`config.mk`:
```
export PLATFORM = sky130hd
export DESIGN_NAME = multiword_add_seq
export DESIGN_NICKNAME = d
export VERILOG_FILES = /design/src/rtl/mwadd_pkg.sv /design/src/rtl/carry_look_ahead_adder.sv /design/src/rtl/multiword_add_seq.sv
export SDC_FILE = /design/constraint.sdc
export NUM_CORES = 1
export LEC_CHECK = 0
export BUFFER_PORTS_ARGS = -buffer_cell sky130_fd_sc_hd__buf_4
export CAP_MARGIN = 20
export CORE_MARGIN = 2
export CORE_UTILIZATION = 35
export CTS_CLUSTER_SIZE = 20
export DETAILED_ROUTE_END_ITERATION = 16
export PLACE_DENSITY = 0.68
export SLEW_MARGIN = 20
export SYNTH_ARGS = -nofsm -noshare
export SYNTH_HDL_FRONTEND = slang
export SYNTH_SLANG_ARGS = --single-unit
```
`constraint.sdc`:
```
create_clock -name clk -period 19.6 [get_ports clk]
set_input_delay 3.92 -clock clk [delete_from_list [all_inputs] [get_ports clk]]
set_output_delay 3.92 -clock clk [all_outputs]
set_load 0.05 [all_outputs]
```
`src/rtl/mwadd_pkg.sv`:
```
// Shared types and default widths for the multi-word adder sequencer.
package mwadd_pkg;

  localparam int unsigned DEF_DATA_W = 32;
  localparam int unsigned DEF_LEN_W  = 4;

  typedef enum logic [1:0] {
    IDLE,
    RUN,
    DRAIN
  } state_t;

endpackage

```
`src/rtl/carry_look_ahead_adder.sv`:
```
// Generate/propagate adder of configurable width with carry-in and carry-out.
module carry_look_ahead_adder #(
  parameter int unsigned data_width = 32
) (
  input  logic [data_width-1:0] a,
  input  logic [data_width-1:0] b,
  input  logic                  cin,
  output logic [data_width-1:0] sum,
  output logic                  cout
);

  logic [data_width-1:0] g;
  logic [data_width-1:0] p;
  logic [data_width:0]   c;

  assign g = a & b;
  assign p = a ^ b;

  always_comb begin
    c    = '0;
    c[0] = cin;
    for (int unsigned i = 0; i < data_width; i++) begin
      c[i+1] = g[i] | (p[i] & c[i]);
    end
  end

  assign sum  = p ^ c[data_width-1:0];
  assign cout = c[data_width];

endmodule

```
`src/rtl/multiword_add_seq.sv`:
```
// Multi-precision add sequencer: streams LS-first word pairs through one adder, chaining carry.
// Optional subtract mode is built when MWADD_SUB_EN is defined.
module multiword_add_seq
  import mwadd_pkg::*;
#(
  parameter int unsigned DATA_W = DEF_DATA_W,
  parameter int unsigned LEN_W  = DEF_LEN_W
) (
  input  logic              clk,
  input  logic              rst_n,
  input  logic              cmd_valid,
  output logic              cmd_ready,
  input  logic [LEN_W-1:0]  cmd_len,
  input  logic              cmd_cin,
  input  logic              cmd_sub,
  input  logic              op_valid,
  output logic              op_ready,
  input  logic [DATA_W-1:0] op_a,
  input  logic [DATA_W-1:0] op_b,
  output logic              res_valid,
  input  logic              res_ready,
  output logic [DATA_W-1:0] res_sum,
  output logic              res_last,
  output logic              res_cout,
  output logic              res_ovf,
  output logic              busy
);

  state_t             state, state_nxt;
  logic [LEN_W-1:0]   len_r;
  logic [LEN_W-1:0]   cnt_r;
  logic               carry_r;
  logic [DATA_W-1:0]  b_eff;
  logic [DATA_W-1:0]  sum_w;
  logic               carry_w;
  logic               carry_init;
  logic               cout_w;
  logic               ovf_w;
  logic               cmd_fire;
  logic               op_fire;
  logic               res_fire;
  logic               last_beat;

`ifdef MWADD_SUB_EN
  logic sub_r;

  // Subtraction is a + ~b + 1: borrow-in maps to an inverted initial carry,
  // and borrow-out is the inverted final carry.
  assign b_eff      = sub_r ? ~op_b : op_b;
  assign carry_init = cmd_sub ? ~cmd_cin : cmd_cin;
  assign cout_w     = sub_r ? ~carry_w : carry_w;

  always_ff @(posedge clk) begin
    if (!rst_n) begin
      sub_r <= 1'b0;
    end else if (cmd_fire) begin
      sub_r <= cmd_sub;
    end
  end
`else
  logic unused_sub;

  assign unused_sub = cmd_sub;
  assign b_eff      = op_b;
  assign carry_init = cmd_cin;
  assign cout_w     = carry_w;
`endif

  carry_look_ahead_adder #(
    .data_width(DATA_W)
  ) u_adder (
    .a    (op_a),
    .b    (b_eff),
    .cin  (carry_r),
    .sum  (sum_w),
    .cout (carry_w)
  );

  assign cmd_fire  = cmd_valid & cmd_ready;
  assign op_fire   = op_valid & op_ready;
  assign res_fire  = res_valid & res_ready;
  assign last_beat = (cnt_r == len_r);
  assign ovf_w     = (op_a[DATA_W-1] ~^ b_eff[DATA_W-1]) & (sum_w[DATA_W-1] ^ op_a[DATA_W-1]);

  always_ff @(posedge clk) begin
    if (!rst_n) begin
      state <= IDLE;
    end else begin
      state <= state_nxt;
    end
  end

  always_comb begin
    state_nxt = state;
    cmd_ready = 1'b0;
    op_ready  = 1'b0;
    busy      = 1'b0;
    unique case (state)
      IDLE: begin
        cmd_ready = 1'b1;
        if (cmd_valid) state_nxt = RUN;
      end
      RUN: begin
        busy     = 1'b1;
        op_ready = !res_valid || res_ready;
        if (op_valid && op_ready && last_beat) state_nxt = DRAIN;
      end
      DRAIN: begin
        busy = 1'b1;
        if (res_valid && res_ready) state_nxt = IDLE;
      end
      default: state_nxt = IDLE;
    endcase
  end

  always_ff @(posedge clk) begin
    if (!rst_n) begin
      len_r     <= '0;
      cnt_r     <= '0;
      carry_r   <= 1'b0;
      res_valid <= 1'b0;
      res_sum   <= '0;
      res_last  <= 1'b0;
      res_cout  <= 1'b0;
      res_ovf   <= 1'b0;
    end else begin
      if (cmd_fire) begin
        len_r   <= cmd_len;
        cnt_r   <= '0;
        carry_r <= carry_init;
      end
      // A new beat may load while the previous one drains in the same cycle.
      if (op_fire) begin
        res_valid <= 1'b1;
        res_sum   <= sum_w;
        carry_r   <= carry_w;
        cnt_r     <= cnt_r + 1'b1;
        res_last  <= last_beat;
        res_cout  <= last_beat & cout_w;
        res_ovf   <= last_beat & ovf_w;
      end else if (res_fire) begin
        res_valid <= 1'b0;
        res_last  <= 1'b0;
      end
    end
  end

endmodule

```
# Yosys cells after proc, flatten, opt, wreduce, memory -nomap -nowiden
# Cells that the tools add are included.
# word_totals
n_memories,0
mem_bits_rw,0
reg_bits,47
inputBits,75
latch_bits,0
romBits,0
# classes
n_eq_ne,6
n_addsub,1
n_lt_le_gt_ge,0
n_bitwise,75
multipliers,0
div_mod_pow,0
n_mux,14
reduce_logical,10
shifts,0
# op_table
op,n
$xor A32 B32 Y32,2
$and A1 B1 Y1,38
$and A32 B32 Y32,1
$or A1 B1 Y1,32
$mux W1,8
$mux W4,2
$mux W2,3
$ne A2 B2 Y1 const B,3
$pmux W2 S3,1
$add A4 B1 Y4 const B,1
$eq A4 B4 Y1,1
$reduce_bool A2 Y1,2
$logic_and A1 B1 Y1,3
$reduce_and A3 Y1,1
$eq A2 B1 Y1 const B,1
$eq A2 B2 Y1 const B,1
$logic_not A2 Y1,1
$reduce_or A2 Y1,1
$logic_not A1 Y1,1
$logic_or A1 B1 Y1,1
$xnor A1 B1 Y1,1
$xor A1 B1 Y1,1

# Logic depth before layout (Yosys ltp)
# Gate-level depths: netlist (run 1).
# logic_depth
depth_word,67
depth_mapped,38
ltp_nobuf,38

# Hierarchy
# Synthesis (run 1) repeated with hierarchy kept, for this count alone.
# hier_totals
cells_unflattened,276
hier_area_um2,2628.8
# by_module_without_submodules
module,n_inst,area_each_um2,cells_each
multiword_add_seq,1,1950.6,234
carry_look_ahead_adder,1,678.2,42

# Worst setup path before layout (run 1)
# Ideal clock, no wire load.
# synth_path
path_kind,input-to-reg
start,input port op_a[0]
end,register res_ovf
stages,38
path_buffers,0
t_arrival_ns,16.688
setup_time_ns,0.070
setup_slack_ns,2.842
path_cell_list,inv_1 > fa_1 > inv_1 > fa_1 > fa_1 > fa_1 > fa_1 > fa_1 > fa_1 > fa_1 > fa_1 > fa_1 > fa_1 > fa_1 > fa_1 > fa_1 > fa_1 > fa_1 > [... 2 more ...] > fa_1 > fa_1 > fa_1 > fa_1 > fa_1 > fa_1 > fa_1 > fa_1 > fa_1 > fa_1 > fa_1 > fa_1 > fa_1 > inv_1 > fa_1 > xor2_1 > or4_1 > a21oi_1
# synth_between
elab_chain_len,67
word_cells_on_any_way,68
classes_between,bitwise: 68
# synth_rtl
element,line_no,source
start: declaration,multiword_add_seq.sv:18,"input logic [DATA_W-1:0] op_a,"
$xor A32 B32 Y32,carry_look_ahead_adder.sv:17,assign p = a ^ b;
$and A1 B1 Y1,carry_look_ahead_adder.sv:23,c[i+1] = g[i] | (p[i] & c[i]);
$or A1 B1 Y1 *,carry_look_ahead_adder.sv:23,
$and A1 B1 Y1 *,carry_look_ahead_adder.sv:23,
$or A1 B1 Y1 *,carry_look_ahead_adder.sv:23,
$and A1 B1 Y1 *,carry_look_ahead_adder.sv:23,
$or A1 B1 Y1 *,carry_look_ahead_adder.sv:23,
$and A1 B1 Y1 *,carry_look_ahead_adder.sv:23,
[... 51 more ...],--,
$and A1 B1 Y1 *,carry_look_ahead_adder.sv:23,
$or A1 B1 Y1 *,carry_look_ahead_adder.sv:23,
$and A1 B1 Y1 *,carry_look_ahead_adder.sv:23,
$or A1 B1 Y1 *,carry_look_ahead_adder.sv:23,
$xor A32 B32 Y32 *,carry_look_ahead_adder.sv:27,assign sum = p ^ c[data_width-1:0];
$xor A1 B1 Y1 *,multiword_add_seq.sv:83,assign ovf_w = (op_a[DATA_W-1] ~^ b_eff[DATA_W-1]) & (sum_w[DATA_W-1] ^ op_a[DATA_W-1]);
$and A1 B1 Y1 *,multiword_add_seq.sv:83,
$and A1 B1 Y1 *,multiword_add_seq.sv:140,res_ovf <= last_beat & ovf_w;
end signal: assignment,multiword_add_seq.sv:140,
end: declaration,multiword_add_seq.sv:25,"output logic res_ovf,"
# Every way passes the cells marked *; elsewhere a longest branch is shown, timed or not.
# A chain may end at the register's enable or synchronous reset.

# Worst setup path in the final report (run 1)
# Ends and elaborated chain as after synthesis.

==> flow_metrics.py, run 1 <==
metrics = {
    "cells_and_area": {
        "nets": 487,
        "fin_util": 0.497,
        "drive_above_1_share": 0.335,
        "fin_cells": 475,
        "fin_area_um2": 3550,
        "area_delta_synth_final_pct": 40.1,
        "final_cell_mix": "buf_4 (114), nand2_1 (73), dfxtp_1 (47), a21oi_1 (42), fa_1 (32)",
        "antenna_cells": 0,
        "layout_commonest_cell": "buf_4",
    },
    "die": {
        "dieArea_um2": 7930,
        "die_w_um": 89.1,
        "start_util": 0.355,
        "core_area_um2": 7140,
        "fp.dieH_um": 89.1,
        "rows": 31,
        "pin_count": 114,
    },
    "drt": {
        "dr.first_iter.drc_count": 64,
        "vias": 2189,
        "routedWlPerCell_um": 12.2,
        "wl_um": 5780,
        "post_drt_via_cell_ratio": 4.61,
        "drc_errors": 0,
        "drt_first_pass_iters": 4,
        "ant_nets": 0,
    },
    "sta": {
        "setup_viol": 0,
        "relSlewSlack": 0.478,
        "min_period_ns": 17.13,
        "hold_viol": 0,
        "drv_slew": 0,
        "skew_ns": 0.00533,
        "rsz0062_at_grt": "false",
        "worst_pin_slew_ns": 0.782,
        "fin_setup_tns_ns": 0,
        "max_freq_mhz": 58.4,
        "finalCritPeriodShare": 0.874,
    },
    "worst_setup_path": {
        "r2r_slack_ns": 5.88,
        "cp_slowest_stage_delay_ns": 0.46,
        "crit_path_top_delay_cell": "fa_1",
        "required_ns": 19.82,
        "reg2reg_from": "carry_r",
        "critPathArrivalTime_ns": 17.35,
        "crit_top_cell": "fa_1",
        "cp-end-kind": "register",
        "criticalPathCategory": "input pin to register",
        "reg2reg_to": "res_ovf",
        "worstPathMaxFanout": 2,
        "rr_worst_depth": 38,
        "worstSetupStartpointType": "input pin",
    },
    "yosys": {
        "synth_top_area_share": 0.372,
        "syn_inst": 268,
        "synthesis.nets": 380,
        "synth-simple-area-share": 0.167,
        "ys_warn_count": 0,
        "synthAdderAreaFrac": 0.278,
        "synth_seq_area_share": 0.372,
        "ys_ff_latch": 47,
        "yosys-mux-area-fraction": 0.00395,
        "synth_xor_area_frac": 0.0173,
        "synthTopCellsByArea": "dfxtp_1 (37%), fa_1 (25%), nand2_1 (11%), a21oi_1 (8.3%), ha_1 (2.5%)",
        "synth_top_family_by_area": "adder cells",
        "netlist.top_cell.by_area": "dfxtp_1",
        "synthesis.area_um2": 2530,
        "avgSynthCellArea_um2": 9.45,
        "synth_compound_area_frac": 0.121,
        "synth_cell_types": 32,
    },
    "clocking": {
        "cts_tree": "built",
        "ctsLongestPathBuffers": 2,
        "htree_levels": 2,
        "root_buffer": "clkbuf_8",
        "path_clk_slew_ns": 0.08,
        "numCtsBuffers": 5,
        "cts_hold_buf": 0,
        "worstSkewPairLatency_ns": 0.28,
        "post_cts_buffers": 0,
        "cts_sinks": 47,
        "cts_resized": 0,
    },
    "placement": {
        "portBuffers": 112,
        "placed_cells": 467,
        "place.gp.congestion": 0.845,
        "place_hpwl_um": 4490,
        "dpl_cell_area_um2": 3450,
    },
    "status": {
        "status": "completed",
    },
    "global_routing": {
        "grt_max_degree": 47,
        "grt-ovfl-total": 0,
        "grt_pass1_wl_um": 9000,
        "grt_pass1_vias": 2058,
        "antenna_found_initial": 0,
        "track_usage": 0.143,
    },
    "hold_path": {
        "worstHoldPathCells": 2,
        "min_path_type": "register to register",
        "hold_path_startpoint": "res_ovf",
        "worst_hold_path.endpoint": "res_ovf",
    },
    "job": {
        "drv_cap": 0,
    },
    "power": {
        "p_leak_nw": 1.52,
        "max-vdd-ir-drop_v": 0.0000272,
        "p_per_area_nw_per_um2": 93.2,
    },
}
==> power breakdown <==
group	total [W]	internal (W)	switching, W
clock network	0.0000624	0.0000322	0.0000302
registers	0.000117	0.000109	0.00000780
logic	0.000151	0.0000531	0.0000980
==> critical path, delay by kind of cell <==
family                   cells  cell delay (ns)
XOR/XNOR                     1             0.15
adder cells (fa/ha/maj)     32            12.36
AND/OR/NAND/NOR              1             0.39
buffers and inverters        4             0.37
AO/OA/AOI/OAI                1             0.14
==> cell type report <==
cell class | count | area [µm²]
repair buffers | 114 | 856
clock buffers | 8 | 100
flip-flops and latches | 47 | 941
inverters | 11 | 41.3
multi-input cells | 196 | 1490
fillers | 704 | 3590
well taps | 99 | 124
==> cell families (layout without fill, tap and decap cells) <==
kind of cell / count (synthesis) / count (layout)
AOI/OAI and AO/OA: 54 / 54
xor gates and xnor gates: 5 / 5
adders and majority gates: 37 / 37
buffers and inverters: 25 / 133
DFF: 47 / 47
muxes: 1 / 1
and+or+nand+nor: 99 / 99
==> Yosys cell counts <==
cell,instances
a211o_1,2
a211oi_1,4
a21oi_1,42
a311oi_1,1
a31oi_1,1
a32oi_1,1
and2_1,1
and3_1,2
and4_2,1
buf_2,9
clkbuf_1,5
dfxtp_1,47
fa_1,32
ha_1,5
inv_1,10
inv_2,1
mux2i_1,1
nand2_1,73
nand2b_1,2
nand3_1,10
nand4_1,1
nor2_1,3
nor2b_1,1
o2111ai_1,1
o211ai_1,1
o311ai_1,1
or2_2,2
or3_1,1
or3_2,1
or4_1,1
xnor2_1,4
xor2_1,1
==> flip-flops by register name (all words and copies together) (netlist names) <==
| register | count |
|---|---|
| res_valid | 1 |
| res_cout | 1 |
| carry_r | 1 |
| cnt_r | 4 |
| state | 2 |
| res_ovf | 1 |
| len_r | 4 |
| res_last | 1 |
| res_sum | 32 |
==> worst max-delay path by stage <==
stage,start,to,slack (ns),cells after the start
finish,op_a[0],res_ovf,2.47,39
global route,op_a[0],res_ovf,2.01,39
CTS,op_a[0],res_ovf,2.46,39
detailed placement,op_a[0],res_ovf,2.14,39
global placement,op_a[0],res_ovf,2.26,39
floorplan,op_a[0],res_ovf,2.84,38
==> per-stage QoR <==
stage / hold slack [ns] / total power (W) / setup slack, ns
2_1_floorplan: 0.450 / 0.000223 / 2.84
3_3_place_gp: 0.443 / 0.000270 / 2.26
3_5_place_dp: 0.446 / 0.000272 / 2.14
4_1_cts: 0.457 / 0.000336 / 2.46
5_1_grt: 0.479 / 0.000353 / 2.01
6_report: 0.453 / 0.000331 / 2.47
==> per-layer routing <==
| metal | GRT usage | up-vias | part of all wire | wire, µm |
|---|---|---|---|---|
| met5 | 0 | - | 0 | 0 |
| met4 | 0.0421 | 0 | 0.014 | 83 |
| met3 | 0.0434 | 8 | 0.078 | 449 |
| met2 | 0.246 | 74 | 0.49 | 2810 |
| met1 | 0.175 | 1018 | 0.42 | 2440 |
| li1 | - | 1089 | - | - |
Note: power is estimated with default switching activity, not from simulation.
==> run 2: changes to the inputs <==
--- a/config.mk
+++ b/config.mk
@@ -7,11 +7,9 @@
 export LEC_CHECK = 0
 export BUFFER_PORTS_ARGS = -buffer_cell sky130_fd_sc_hd__buf_4
 export CAP_MARGIN = 20
-export CORE_MARGIN = 2
 export CORE_UTILIZATION = 35
-export CTS_CLUSTER_SIZE = 20
 export DETAILED_ROUTE_END_ITERATION = 16
-export PLACE_DENSITY = 0.68
+export PLACE_DENSITY_LB_ADDON = 0.2
 export SLEW_MARGIN = 20
 export SYNTH_ARGS = -nofsm -noshare
 export SYNTH_HDL_FRONTEND = slang
==> flow_metrics.py, run 2 (synthesis gave the netlist of run 1 again) <==
metrics = {
    "worst_setup_path": {
        "rr_worst_depth": 38,
        "worst-path-stages": 39,
        "required_ns": 19.82,
        "critPathArrivalTime_ns": 17.33,
        "crit_path_top_delay_cell": "fa_1",
        "cp-end-kind": "register",
        "worstPathMaxFanout": 2,
        "crit_top_cell": "fa_1",
        "reg2reg_to": "res_ovf",
        "cpLargestDelayFamily": "adder cells",
        "crit_buf_inv": 4,
        "cp_slowest_stage_delay_ns": 0.46,
        "criticalPathCategory": "input pin to register",
        "crit_start": "op_a[0]",
        "worstSetupStartpointType": "input pin",
        "r2r_slack_ns": 5.91,
        "reg2reg_from": "carry_r",
        "endpoint": "res_ovf",
    },
    "die": {
        "start_util": 0.367,
        "dieArea_um2": 7580,
        "rows": 30,
        "core_area_um2": 6910,
        "pin_count": 114,
        "die_w_um": 87.1,
        "fp.dieH_um": 87.1,
    },
    "sta": {
        "finalCritPeriodShare": 0.873,
        "fin_setup_tns_ns": 0,
        "worst_pin_slew_ns": 0.788,
        "max_freq_mhz": 58.4,
        "skew_ns": 0.00406,
        "setup_viol": 0,
        "hold_viol": 0,
        "rsz0062_at_grt": "false",
        "relSlewSlack": 0.474,
        "min_period_ns": 17.11,
        "drv_slew": 0,
    },
    "drt": {
        "post_drt_via_cell_ratio": 4.67,
        "wl_um": 5740,
        "ant_nets": 0,
        "vias": 2201,
        "dr.first_iter.drc_count": 88,
        "routedWlPerCell_um": 12.2,
        "drt_first_pass_iters": 4,
        "drc_errors": 0,
    },
    "clocking": {
        "cts_hold_buf": 0,
        "numCtsBuffers": 5,
        "worstSkewPairLatency_ns": 0.29,
        "root_buffer": "clkbuf_8",
        "ctsLongestPathBuffers": 2,
        "cts_resized": 0,
        "post_cts_buffers": 0,
        "htree_levels": 2,
        "path_clk_slew_ns": 0.08,
        "cts_tree": "built",
        "cts_sinks": 47,
    },
    "cells_and_area": {
        "layout_commonest_cell": "buf_4",
        "regMostFlops": "res_sum",
        "largestRegisters": "res_sum x32, cnt_r x4, len_r x4",
        "largest_register_ffs": 32,
        "drive_above_1_share": 0.336,
        "nets": 487,
        "area_delta_synth_final_pct": 39.5,
        "final_cell_mix": "buf_4 (114), nand2_1 (73), dfxtp_1 (47), a21oi_1 (42), fa_1 (32)",
        "antenna_cells": 0,
        "fin_area_um2": 3530,
    },
    "power": {
        "swShare": 0.418,
        "p_switching_w": 0.000137,
        "clkPwrFrac": 0.178,
        "p_comb_frac": 0.463,
        "p_per_area_nw_per_um2": 92.5,
        "seq_power_share": 0.358,
        "p_leak_nw": 1.51,
        "max-vdd-ir-drop_v": 0.0000346,
        "p_int_w": 0.000190,
    },
    "global_routing": {
        "grt_pass1_vias": 2229,
        "grt_max_degree": 47,
        "grt_pass1_wl_um": 9490,
        "grt-ovfl-total": 0,
        "track_usage": 0.159,
        "antenna_found_initial": 0,
    },
    "placement": {
        "place_hpwl_um": 4290,
        "place.gp.congestion": 0.784,
        "portBuffers": 112,
        "dpl_cell_area_um2": 3440,
    },
    "job": {
        "drv_cap": 0,
    },
    "hold_path": {
        "min_path_type": "register to register",
    },
    "status": {
        "status": "completed",
    },
}
## run 2: tightest hold or removal path: stages, from the launching register on
cell and delay [ns]:
dfxtp_1 0.31, nand2_1 0.05, a21oi_1 0.05
## run 2: power by group through the flow
| stage | Clock, W | Sequential [W] | Combinational (W) |
|---|---|---|---|
| after detailed placement | 0 | 0.000119 | 0.000153 |
| final | 0.0000583 | 0.000117 | 0.000151 |
| after global placement | 0 | 0.000119 | 0.000152 |
| after floorplan | 0 | 0.000154 | 0.0000686 |
| after CTS | 0.0000613 | 0.000117 | 0.000153 |
| after global routing | 0.0000651 | 0.000119 | 0.000165 |
## run 2: how the worst min path moves through the flow
stage	start	endpoint	slack [ns]	cells past startpoint
finish	res_cout	res_cout	0.45	2
global route	res_cout	res_cout	0.48	2
CTS	res_cout	res_cout	0.46	2
detailed placement	res_cout	res_cout	0.45	2
global placement	res_sum[29]	res_sum[29]	0.44	2
floorplan	len_r[0]	len_r[0]	0.45	2
## run 2: cell type report
class                   count  area (µm²)
repair buffers            114         856
multi-input cells         196        1490
clock buffers               6        82.6
clock inverters             1        5.00
fillers                   704        3370
flip-flops and latches     47         941
inverters                  11        41.3
well taps                  96         120
## run 2: routing by layer
metal	global-route usage	share of wire	vias to the layer above
li1	-	-	1089
met1	0.193	0.44	1031
met2	0.276	0.49	76
met3	0.0445	0.071	5
met4	0.0470	0.0078	0
met5	0	0	-
## run 2: through the flow
stage          setup WS, ns  utilization  hold slack [ns]  instances  power, W
2_1_floorplan          2.84            -            0.450        268  0.000223
3_3_place_gp           2.30        0.499            0.442        464  0.000270
3_5_place_dp           2.12        0.499            0.445        464  0.000272
4_1_cts                2.44        0.511            0.458        471  0.000332
5_1_grt                2.01        0.511            0.478        471  0.000349
6_report               2.49        0.511            0.453        471  0.000327
==> run 3: changes to the inputs <==
--- a/config.mk
+++ b/config.mk
@@ -7,9 +7,12 @@
 export LEC_CHECK = 0
 export BUFFER_PORTS_ARGS = -buffer_cell sky130_fd_sc_hd__buf_4
 export CAP_MARGIN = 20
-export CORE_UTILIZATION = 35
+export CELL_PAD_IN_SITES_DETAIL_PLACEMENT = 2
+export CELL_PAD_IN_SITES_GLOBAL_PLACEMENT = 2
+export CORE_UTILIZATION = 27
 export DETAILED_ROUTE_END_ITERATION = 16
 export PLACE_DENSITY_LB_ADDON = 0.2
+export RECOVER_POWER = 25
 export SLEW_MARGIN = 20
 export SYNTH_ARGS = -nofsm -noshare
 export SYNTH_HDL_FRONTEND = slang
==> constraint.sdc (replaced) <==
create_clock -name clk -period 19.6 [get_ports clk]
set_input_delay 1.96 -clock clk [delete_from_list [all_inputs] [get_ports clk]]
set_output_delay 1.96 -clock clk [all_outputs]
set_load 0.05 [all_outputs]
==> flow_metrics.py, run 3 (synthesis gave the netlist of run 1 again) <==
metrics = {
    "cells_and_area": {
        "fin_util": 0.393,
        "fillers": 1022,
        "largestRegisters": "res_sum x32, cnt_r x4, len_r x4",
        "area_delta_synth_final_pct": 38.0,
        "nets": 487,
        "final_cell_mix": "buf_4 (97), nand2_1 (73), dfxtp_1 (47), a21oi_1 (42), fa_1 (32)",
        "drive_above_1_share": 0.287,
        "regArea_um2": 941,
        "regMostFlops": "res_sum",
        "fin_area_um2": 3500,
        "multi_input_area_um2": 1490,
        "antenna_cells": 0,
        "largest_register_ffs": 32,
        "layout_commonest_cell": "buf_4",
    },
    "global_routing": {
        "antenna_found_initial": 0,
        "grt-ovfl-total": 0,
        "grt_pass1_wl_um": 11900,
        "grt_max_degree": 47,
        "grt_pass1_vias": 2487,
        "track_usage": 0.157,
    },
    "clocking": {
        "cts_tree": "built",
        "path_clk_slew_ns": 0.09,
        "worstSkewPairLatency_ns": 0.29,
        "htree_levels": 2,
        "post_cts_buffers": 0,
        "ctsLongestPathBuffers": 2,
        "cts_sinks": 47,
        "numCtsBuffers": 5,
        "root_buffer": "clkbuf_8",
        "cts_hold_buf": 0,
        "cts_resized": 0,
    },
    "sta": {
        "finalCritPeriodShare": 0.781,
        "setup_slack_ns": 4.30,
        "setup_viol": 0,
        "relSlewSlack": -0.0291,
        "min_period_ns": 15.30,
        "worst_pin_slew_ns": 1.54,
        "hold_viol": 0,
        "max_freq_mhz": 65.4,
        "fin_setup_tns_ns": 0,
        "rsz0062_at_grt": "false",
        "skew_ns": 0.00605,
        "drv_slew": 47,
    },
    "power": {
        "clkPwrFrac": 0.194,
        "p_int_w": 0.000191,
        "p_leak_nw": 1.45,
        "max-vdd-ir-drop_v": 0.0000300,
        "finalPower_w": 0.000333,
        "p_switching_w": 0.000142,
        "p_per_area_nw_per_um2": 95.3,
        "swShare": 0.426,
        "seq_power_share": 0.351,
        "p_comb_frac": 0.455,
    },
    "placement": {
        "place.gp.congestion": 0.700,
        "portBuffers": 112,
        "dp_slack_ns": 3.89,
        "dpl_cell_area_um2": 3460,
        "place_hpwl_um": 5710,
    },
    "die": {
        "fp.dieH_um": 98.8,
        "die_w_um": 98.8,
        "dieArea_um2": 9770,
        "core_area_um2": 8890,
        "pin_count": 114,
        "rows": 34,
        "start_util": 0.285,
    },
    "worst_setup_path": {
        "worstPathMaxFanout": 2,
        "cp_slowest_stage_delay_ns": 0.46,
        "criticalPathCategory": "input pin to register",
        "critPathArrivalTime_ns": 15.51,
        "worstSetupStartpointType": "input pin",
        "required_ns": 19.80,
        "cp-end-kind": "register",
        "crit_path_top_delay_cell": "fa_1",
        "crit_top_cell": "fa_1",
    },
    "drt": {
        "drc_errors": 0,
        "wirelength_met1_um": 3070,
        "routedWlPerCell_um": 15.3,
        "drt_first_pass_iters": 4,
        "wl_um": 7400,
        "met2_length_um": 3760,
        "ant_nets": 0,
        "vias": 2307,
        "wl_met3_um": 484,
        "dr.first_iter.drc_count": 29,
        "routed.top_layer": "met4",
        "post_drt_via_cell_ratio": 4.77,
    },
    "status": {
        "violations": "capacitance limit, slew limit",
        "status": "finished, violations left",
    },
    "hold_path": {
        "min_path_type": "register to register",
    },
    "job": {
        "drv_cap": 1,
    },
}
[run 3: layer usage]
layer  up-vias  global-route usage
li1       1090                   -
met1      1137               0.181
met2        72               0.284
met3         8              0.0383
met4         0              0.0482
met5         -                   0
[run 3: final cells by class]
type / instances / area share
multi-input combinational: 196 / 0.425
clock buffer: 8 / 0.0286
tap: 108 / 0.0387
timing repair buffer: 114 / 0.227
inverter: 11 / 0.0118
sequential: 47 / 0.269
[run 3: path summary, 6_finish.rpt]
kind / startpoint / depth (start not counted) / slack (ns) / end
min: res_sum[11] / 2 / 0.46 / res_sum[11]
max: op_a[0] / 39 / 4.30 / res_ovf
max reg2reg: carry_r / 38 / 5.76 / res_ovf
min reg2reg: res_sum[11] / 2 / 0.46 / res_sum[11]
[run 3: per-stage QoR]
| stage | std cells | hold slack, ns |
|---|---|---|
| 2_1_floorplan | 268 | 0.450 |
| 3_3_place_gp | 476 | 0.443 |
| 3_5_place_dp | 476 | 0.450 |
| 4_1_cts | 484 | 0.462 |
| 5_1_grt | 484 | 0.479 |
| 6_report | 484 | 0.459 |
[run 3: worst max-delay path: cells and delay by family]
kind            cells  cell delay [ns]
compound gates      1             0.16
xor+xnor            1             0.16
fa+ha+maj          32            12.50
buf+inv             4             0.36
simple gates        1             0.40
[run 3: power by group through the flow]
stage          registers (W)  clock network (W)   logic, W
6_report            0.000117          0.0000646   0.000151
5_1_grt             0.000119          0.0000720   0.000166
4_1_cts             0.000118          0.0000679   0.000160
3_5_place_dp        0.000120                  0   0.000159
3_3_place_gp        0.000119                  0   0.000155
2_1_floorplan       0.000154                  0  0.0000686
